## src/rtl/reset_sequencer_if.sv

```systemverilog
// reset_sequencer_if: groups the asynchronous reset sources and the sequenced
// reset outputs of reset_sequencer. The master side is the board (pins, PLL);
// the slave side is the sequencer itself.
`timescale 1ns/1ps

interface reset_sequencer_if;
    logic       pll_locked;  // async PLL lock, high = locked
    logic       key_n;       // async pushbutton, active-low
    logic       res_pin;     // async Prop plug reset, active-low
    logic       resn;        // registered active-low core reset
    logic [1:0] res_cause;   // 00 power/PLL, 01 key, 10 plug
    logic [7:0] res_count;   // RUN->reset transitions, saturating

    modport master (
        output pll_locked, key_n, res_pin,
        input  resn, res_cause, res_count
    );

    modport slave (
        input  pll_locked, key_n, res_pin,
        output resn, res_cause, res_count
    );
endinterface

```

## src/rtl/reset_sequencer.sv

```systemverilog
// reset_sequencer: synchronizes PLL lock, pushbutton and plug reset into the
// clock_160 domain, optionally debounces the pushbutton, and stretches the
// core reset for HOLD_CYCLES after every source has released. resn is a flop
// decoded from the next state, so it has no combinational path from any pin.
// Optional feature: define KEY_DEBOUNCE_EN to filter the pushbutton with a
// DB_CYCLES counter; when undefined the synchronized key is used directly.
`timescale 1ns/1ps

module reset_sequencer #(
    parameter int SYNC_STAGES = 2,
    parameter int DB_CYCLES   = 160000,
    parameter int HOLD_CYCLES = 1600
) (
    input  logic             clock_160,
    input  logic             inp_resn,
    reset_sequencer_if.slave rs
);

    // Reject illegal parameterizations at elaboration.
    if (SYNC_STAGES < 2) begin : g_bad_sync
        $error("reset_sequencer: SYNC_STAGES must be >= 2");
    end
    if (DB_CYCLES < 1) begin : g_bad_db
        $error("reset_sequencer: DB_CYCLES must be >= 1");
    end
    if (HOLD_CYCLES < 1) begin : g_bad_hold
        $error("reset_sequencer: HOLD_CYCLES must be >= 1");
    end

    localparam int HOLD_W = (HOLD_CYCLES > 1) ? $clog2(HOLD_CYCLES) : 1;
    localparam logic [HOLD_W-1:0] HOLD_LAST = HOLD_W'(HOLD_CYCLES - 1);

    localparam logic [1:0] CAUSE_PWR  = 2'b00;
    localparam logic [1:0] CAUSE_KEY  = 2'b01;
    localparam logic [1:0] CAUSE_PLUG = 2'b10;

    typedef enum logic [1:0] {
        ST_ACTIVE = 2'd0,
        ST_HOLD   = 2'd1,
        ST_RUN    = 2'd2
    } state_e;

    // ------------------------------------------------------------------
    // Input synchronizers
    // ------------------------------------------------------------------
    logic [SYNC_STAGES-1:0] lock_sync_q, lock_sync_d;
    logic [SYNC_STAGES-1:0] key_sync_q,  key_sync_d;
    logic [SYNC_STAGES-1:0] res_sync_q,  res_sync_d;

    logic lock_s;
    logic key_s;
    logic res_s;
    logic key_f;

    // Shift each asynchronous pin one stage further into the clock domain.
    always_comb begin
        lock_sync_d = {lock_sync_q[SYNC_STAGES-2:0], rs.pll_locked};
        key_sync_d  = {key_sync_q[SYNC_STAGES-2:0],  rs.key_n};
        res_sync_d  = {res_sync_q[SYNC_STAGES-2:0],  rs.res_pin};
    end

    // Synchronizer flops; lock clears to "unlocked", the active-low pins to idle.
    always_ff @(posedge clock_160 or negedge inp_resn) begin
        // NOTE: every flop takes the async clear so inp_resn forces a known state
        // at any moment, independent of the clock.
        if (!inp_resn) begin
            lock_sync_q <= '0;
            key_sync_q  <= '1;
            res_sync_q  <= '1;
        end else begin
            // NOTE: non-blocking assignments so each stage samples the value its
            // neighbour held before the edge; blocking would collapse the chain.
            lock_sync_q <= lock_sync_d;
            key_sync_q  <= key_sync_d;
            res_sync_q  <= res_sync_d;
        end
    end

    assign lock_s = lock_sync_q[SYNC_STAGES-1];
    assign key_s  = key_sync_q[SYNC_STAGES-1];
    assign res_s  = res_sync_q[SYNC_STAGES-1];

    // ------------------------------------------------------------------
    // Pushbutton debounce
    // ------------------------------------------------------------------
`ifdef KEY_DEBOUNCE_EN
    localparam int DB_W = (DB_CYCLES > 1) ? $clog2(DB_CYCLES) : 1;
    localparam logic [DB_W-1:0] DB_LAST = DB_W'(DB_CYCLES - 1);

    logic [DB_W-1:0] db_cnt_q, db_cnt_d;
    logic            key_f_q,  key_f_d;

    // Count consecutive cycles the synchronized key disagrees with the filtered
    // key; accept the new level on the DB_CYCLES-th disagreeing cycle.
    always_comb begin
        // NOTE: defaults first so every path assigns every _d (no latch).
        db_cnt_d = '0;
        key_f_d  = key_f_q;
        if (key_s != key_f_q) begin
            if (db_cnt_q == DB_LAST) begin
                key_f_d = key_s;
            end else begin
                db_cnt_d = db_cnt_q + DB_W'(1);
            end
        end
    end

    // Debounce state; the filtered key idles released.
    always_ff @(posedge clock_160 or negedge inp_resn) begin
        if (!inp_resn) begin
            db_cnt_q <= '0;
            key_f_q  <= 1'b1;
        end else begin
            db_cnt_q <= db_cnt_d;
            key_f_q  <= key_f_d;
        end
    end

    assign key_f = key_f_q;
`else
    assign key_f = key_s;
`endif

    // ------------------------------------------------------------------
    // Reset sequencing FSM
    // ------------------------------------------------------------------
    logic lock_req;
    logic plug_req;
    logic key_req;
    logic any_req;

    assign lock_req = ~lock_s;
    assign plug_req = ~res_s;
    assign key_req  = ~key_f;
    assign any_req  = lock_req | plug_req | key_req;

    state_e            state_q,    state_d;
    logic [HOLD_W-1:0] hold_cnt_q, hold_cnt_d;
    logic              resn_q,     resn_d;
    logic [1:0]        cause_q,    cause_d;
    logic [7:0]        count_q,    count_d;

    // Next-state, hold counter and cause/count bookkeeping; resn is decoded
    // from the next state so it changes on the same edge as the state.
    always_comb begin
        state_d    = state_q;
        hold_cnt_d = hold_cnt_q;
        cause_d    = cause_q;
        count_d    = count_q;
        unique case (state_q)
            ST_ACTIVE: begin
                if (!any_req) begin
                    state_d    = ST_HOLD;
                    hold_cnt_d = '0;
                end
            end
            ST_HOLD: begin
                if (any_req) begin
                    state_d = ST_ACTIVE;
                end else if (hold_cnt_q == HOLD_LAST) begin
                    state_d = ST_RUN;
                end else begin
                    hold_cnt_d = hold_cnt_q + HOLD_W'(1);
                end
            end
            ST_RUN: begin
                if (any_req) begin
                    state_d = ST_ACTIVE;
                    if (lock_req) begin
                        cause_d = CAUSE_PWR;
                    end else if (plug_req) begin
                        cause_d = CAUSE_PLUG;
                    end else begin
                        cause_d = CAUSE_KEY;
                    end
                    if (count_q != 8'hFF) begin
                        count_d = count_q + 8'd1;
                    end
                end
            end
            default: state_d = ST_ACTIVE;
        endcase
        resn_d = (state_d == ST_RUN);
    end

    // FSM state and registered outputs.
    always_ff @(posedge clock_160 or negedge inp_resn) begin
        if (!inp_resn) begin
            state_q    <= ST_ACTIVE;
            hold_cnt_q <= '0;
            resn_q     <= 1'b0;
            cause_q    <= CAUSE_PWR;
            count_q    <= 8'd0;
        end else begin
            state_q    <= state_d;
            hold_cnt_q <= hold_cnt_d;
            resn_q     <= resn_d;
            cause_q    <= cause_d;
            count_q    <= count_d;
        end
    end

    assign rs.resn      = resn_q;
    assign rs.res_cause = cause_q;
    assign rs.res_count = count_q;

endmodule

```

## src/flat_wrapper.sv

```systemverilog
// flat-port wrapper written by rule: the top's interface ports become plain ports
module reset_sequencer_flat 
#(
    parameter int SYNC_STAGES = 2,
    parameter int DB_CYCLES   = 160000,
    parameter int HOLD_CYCLES = 1600
)
  (clock_160, inp_resn, rs_pll_locked, rs_key_n, rs_res_pin, rs_resn, rs_res_cause, rs_res_count);
  reset_sequencer_if rs_i ();
  input  logic clock_160;
  input  logic inp_resn;
  input wire logic [$bits(rs_i.pll_locked)-1:0] rs_pll_locked;
  input wire logic [$bits(rs_i.key_n)-1:0] rs_key_n;
  input wire logic [$bits(rs_i.res_pin)-1:0] rs_res_pin;
  output wire logic [$bits(rs_i.resn)-1:0] rs_resn;
  output wire logic [$bits(rs_i.res_cause)-1:0] rs_res_cause;
  output wire logic [$bits(rs_i.res_count)-1:0] rs_res_count;
  assign rs_i.pll_locked = rs_pll_locked;
  assign rs_i.key_n = rs_key_n;
  assign rs_i.res_pin = rs_res_pin;
  assign rs_resn = rs_i.resn;
  assign rs_res_cause = rs_i.res_cause;
  assign rs_res_count = rs_i.res_count;
  reset_sequencer #(.SYNC_STAGES(SYNC_STAGES), .DB_CYCLES(DB_CYCLES), .HOLD_CYCLES(HOLD_CYCLES)) u_core (.clock_160(clock_160), .inp_resn(inp_resn), .rs(rs_i));
endmodule
```

## config.mk

```make
export PLATFORM = sky130hd
export DESIGN_NAME = reset_sequencer_flat
export DESIGN_NICKNAME = d
export VERILOG_FILES = /design/src/rtl/reset_sequencer_if.sv /design/src/rtl/reset_sequencer.sv /design/src/flat_wrapper.sv
export SDC_FILE = /design/constraint.sdc
export NUM_CORES = 1
export LEC_CHECK = 0
export CORE_MARGIN = 5
export CORE_UTILIZATION = 54
export DETAILED_ROUTE_END_ITERATION = 16
export PLACE_DENSITY = 0.84
export SKIP_CTS_REPAIR_TIMING = 1
export SYNTH_ARGS = -nofsm -noshare
export SYNTH_HDL_FRONTEND = slang
export SYNTH_SLANG_ARGS = --single-unit
```

## constraint.sdc

```tcl
create_clock -name clock_160 -period 2.2 [get_ports clock_160]
set_clock_uncertainty 0.1 [all_clocks]
set_input_delay 0.22 -clock clock_160 [delete_from_list [all_inputs] [get_ports clock_160]]
set_output_delay 0.22 -clock clock_160 [all_outputs]
set_load 0.02 [all_outputs]
```

==> key figures <==
Floorplanning
  • Die area: 3739 sq um
  • Die height: 61.15 microns
  • Initial core utilization: ~57%
  • Row Count: 18
  • I/O pin count: 16
  • Die X-Extent: 61.15 microns
  • Area of the core: 2500 sq um

Place
  • Placed cell areas: 1604 sq um
  • Routability-driven placement congestion ratio: 0.7991
  • Detailed Place HPWL: 1957 microns
  • Worst slack, placed: around 420 ps
  • Port Buf Inserts: 15

Global routing
  • Largest net degree at the start of global routing: 31
  • Met2 usage: 28.85%
  • Initial antenna violation count: 0
  • Vias in the first global route: ~1100
  • Gr busiest metal: met2
  • First-pass GRT wire length: 4892 microns
  • GRT Resource Usage Total: around 18%
  • Met3 usage: ~6.3%
  • Met1 GRT Util: 22.98%
  • GRT Residual Overflow: 0

Synthesis
  • FF+latch count, synth: 30
  • Post-synth top flop: dfrtp_1
  • Yosys cell types: 41
  • Syn_nets: around 140
  • Cells after synthesis: 131
  • Area contributors post-synth: dfrtp_1, dfstp_2, nor2_1
  • Area share of the largest cell type after synthesis: between 40% and 50%
  • Top post-synthesis cells by count: dfrtp_1, nor2_1, nand2_1
  • Register area share after synthesis: 53.50%
  • Mapped cell area: 1413 sq um
  • EDFF count, synth: 0
  • Area leader, netlist: dfrtp_1
  • Syn_area_per_cell: ~11 sq um
  • Async SR Flop Fraction: between 90% and 100%
  • Yosys warnings: 0
  • Most frequent cell after synthesis: dfrtp_1

Timing
  • Minimum clock period: 1811 ps
  • Worst slew margin: 65.29%
  • Final hold violations: 0
  • Setup ws final: 388.8 ps
  • FMAX: 552.1 MHz
  • # setup viols final: 0
  • Final Cycle Share: 82.33%
  • Post-route setup TNS: 0 ps
  • RSZ-0062 raised after global routing: no
  • Tightest Pin Transition: 513.5 ps
  • Slew Limit Fails: 0

CTS
  • Root Buffer: clkbuf_4
  • Reg clk slew, reported paths: 90 ps
  • Sink Count: 30
  • CTS H-tree lvls: 2
  • Num CTS Buffers: 5
  • Max Root-Sink Buffers: 2
  • Worst-Skew Late Latency: 330 ps
  • CTS tree: yes

Detailed routing
  • DR WL/cell: ~15 microns
  • Vias per Instance: 5.864
  • DRT iter0 DRCs: 17
  • First-pass iteration count of the detailed router: 4
  • Drt drc: 0
  • Post-route ant nets: 0
  • Detailed-route via count: roughly 1100
  • Routed wire length: ~2700 microns

Finish
  • N_diodes: 0
  • Post-layout util: 66.37%
  • Fillers: 187
  • Design area: 1659 sq um
  • Area grow syn2layout: 17.45%
  • Final nets: 161
  • Share of cells above drive strength 1: 14.94%

Worst setup path
  • CP max FO: 6
  • Setup crit end kind: flip-flop
  • CP Class: flip-flop to flip-flop
  • Worst Setup Start Kind: flip-flop
  • CP required: 2360 ps
  • CP arrival: 1970 ps

Pwr
  • VDD IR max: 0.0004037 V
  • Pleak: 0.7087 nW
  • Total power: 0.9338 mW
  • PwrDens: 562.9 nW/um^2

Hold path
  • Worst Hold Class: input pin to async pin

Status
  • Status: finished, final reports clean

Job
  • MaxCap Viol Count: 0
[logic make-up after synthesis]
group / count (synthesis) / share of synthesized area (%)
AO/OA/AOI/OAI: 25 / 12.49
XOR/XNOR: 5 / 3.101
adder cells (fa/ha/maj): 2 / 1.771
buffers and inverters: 4 / 1.594
flip-flops: 30 / 53.50
multiplexers: 4 / 3.100
AND/OR/NAND/NOR: 61 / 24.45
[state kept, by name (all words and copies together), names as in the netlist]
register             cells
u_core.rs.res_count      8
u_core.hold_cnt_q       11
u_core.rs.resn           1
u_core.state_q           2
u_core.res_sync_q        2
u_core.lock_sync_q       2
u_core.rs.res_cause      2
u_core.key_sync_q        2
[where the power goes]
group | internal (mW) | total (mW) | switching (mW)
clock network | 0.151 | 0.330 | 0.179
registers | 0.562 | 0.572 | 0.00970
logic | 0.0132 | 0.0321 | 0.0189
total | 0.726 | 0.934 | 0.208
[layer usage]
layer  vias to the layer above  wire, microns
met5                         -              0
met4                         0             47
li1                        528              -
met2                        32           1324
met3                         7            143
met1                       512           1225
[per-stage QoR]
stage,instances,hold slack (ps)
after floorplan,131,-175.6
after global placement,177,237.0
after detailed placement,177,240.3
after CTS,184,154.8
after global routing,184,179.7
final,184,154.7
[layout by cell type, fill, tap and decap left out, drive strengths merged]
master	synthesis	layout
or3	4	4
mux2	3	3
a41o	1	1
nand3	8	8
nand2b	4	4
or2	1	1
a22o	1	1
and2	1	1
a41oi	2	2
buf	1	2
a211oi	1	1
xor2	3	3
nor2	13	13
mux2i	1	1
o21a	1	1
inv	3	3
o211ai	3	3
o21ai	5	5
nor3	2	2
nor4	1	1
and4b	1	1
xnor2	2	2
dfrtp	26	26
nand3b	1	1
or4b	1	1
a2bb2oi	1	1
o21ba	1	1
and3	4	4
nand4b	2	2
dfstp	4	4
a21oi	9	9
nor4b	1	1
clkdlybuf4s50	0	15
ha	2	2
nand2	10	10
nor2b	1	1
nand4	6	6
clkbuf	0	7
[cell type report]
type	count	area (sq um)	area share [%]
Timing Repair Buffer	17	165.2	9.955
Inverter	3	11.26	0.6787
Sequential cell	30	755.7	45.55
Tap cell	30	37.54	2.262
Clock buffer	7	55.05	3.318
Multi-Input combinational cell	97	634.4	38.24
[critical path, stage by stage, from the launching register on]
cell and delay, ps:
dfrtp_1 430, or4b_4 590, nor3_2 250, nand3b_1 160, mux2i_1 200
[path summary, 6_finish.rpt]
path | start | endpoint | cells after the start | slack, ps
setup reg to reg | u_core.hold_cnt_q[6]$_DFFE_PN0P_ | u_core.hold_cnt_q[5]$_DFFE_PN0P_ | 4 | 390
hold / removal | inp_resn | u_core.hold_cnt_q[2]$_DFFE_PN0P_ | 2 | 150
hold reg to reg | u_core.lock_sync_q[0]$_DFF_PN0_ | u_core.lock_sync_q[1]$_DFF_PN0_ | 0 | 260
min in group clock_160 | rs_res_pin | u_core.res_sync_q[0]$_DFF_PN1_ | 1 | 210
setup / recovery | u_core.hold_cnt_q[6]$_DFFE_PN0P_ | u_core.hold_cnt_q[5]$_DFFE_PN0P_ | 4 | 390
max in group asynchronous | inp_resn | u_core.key_sync_q[0]$_DFF_PN1_ | 2 | 1520
(Power assumes the default switching activity.)
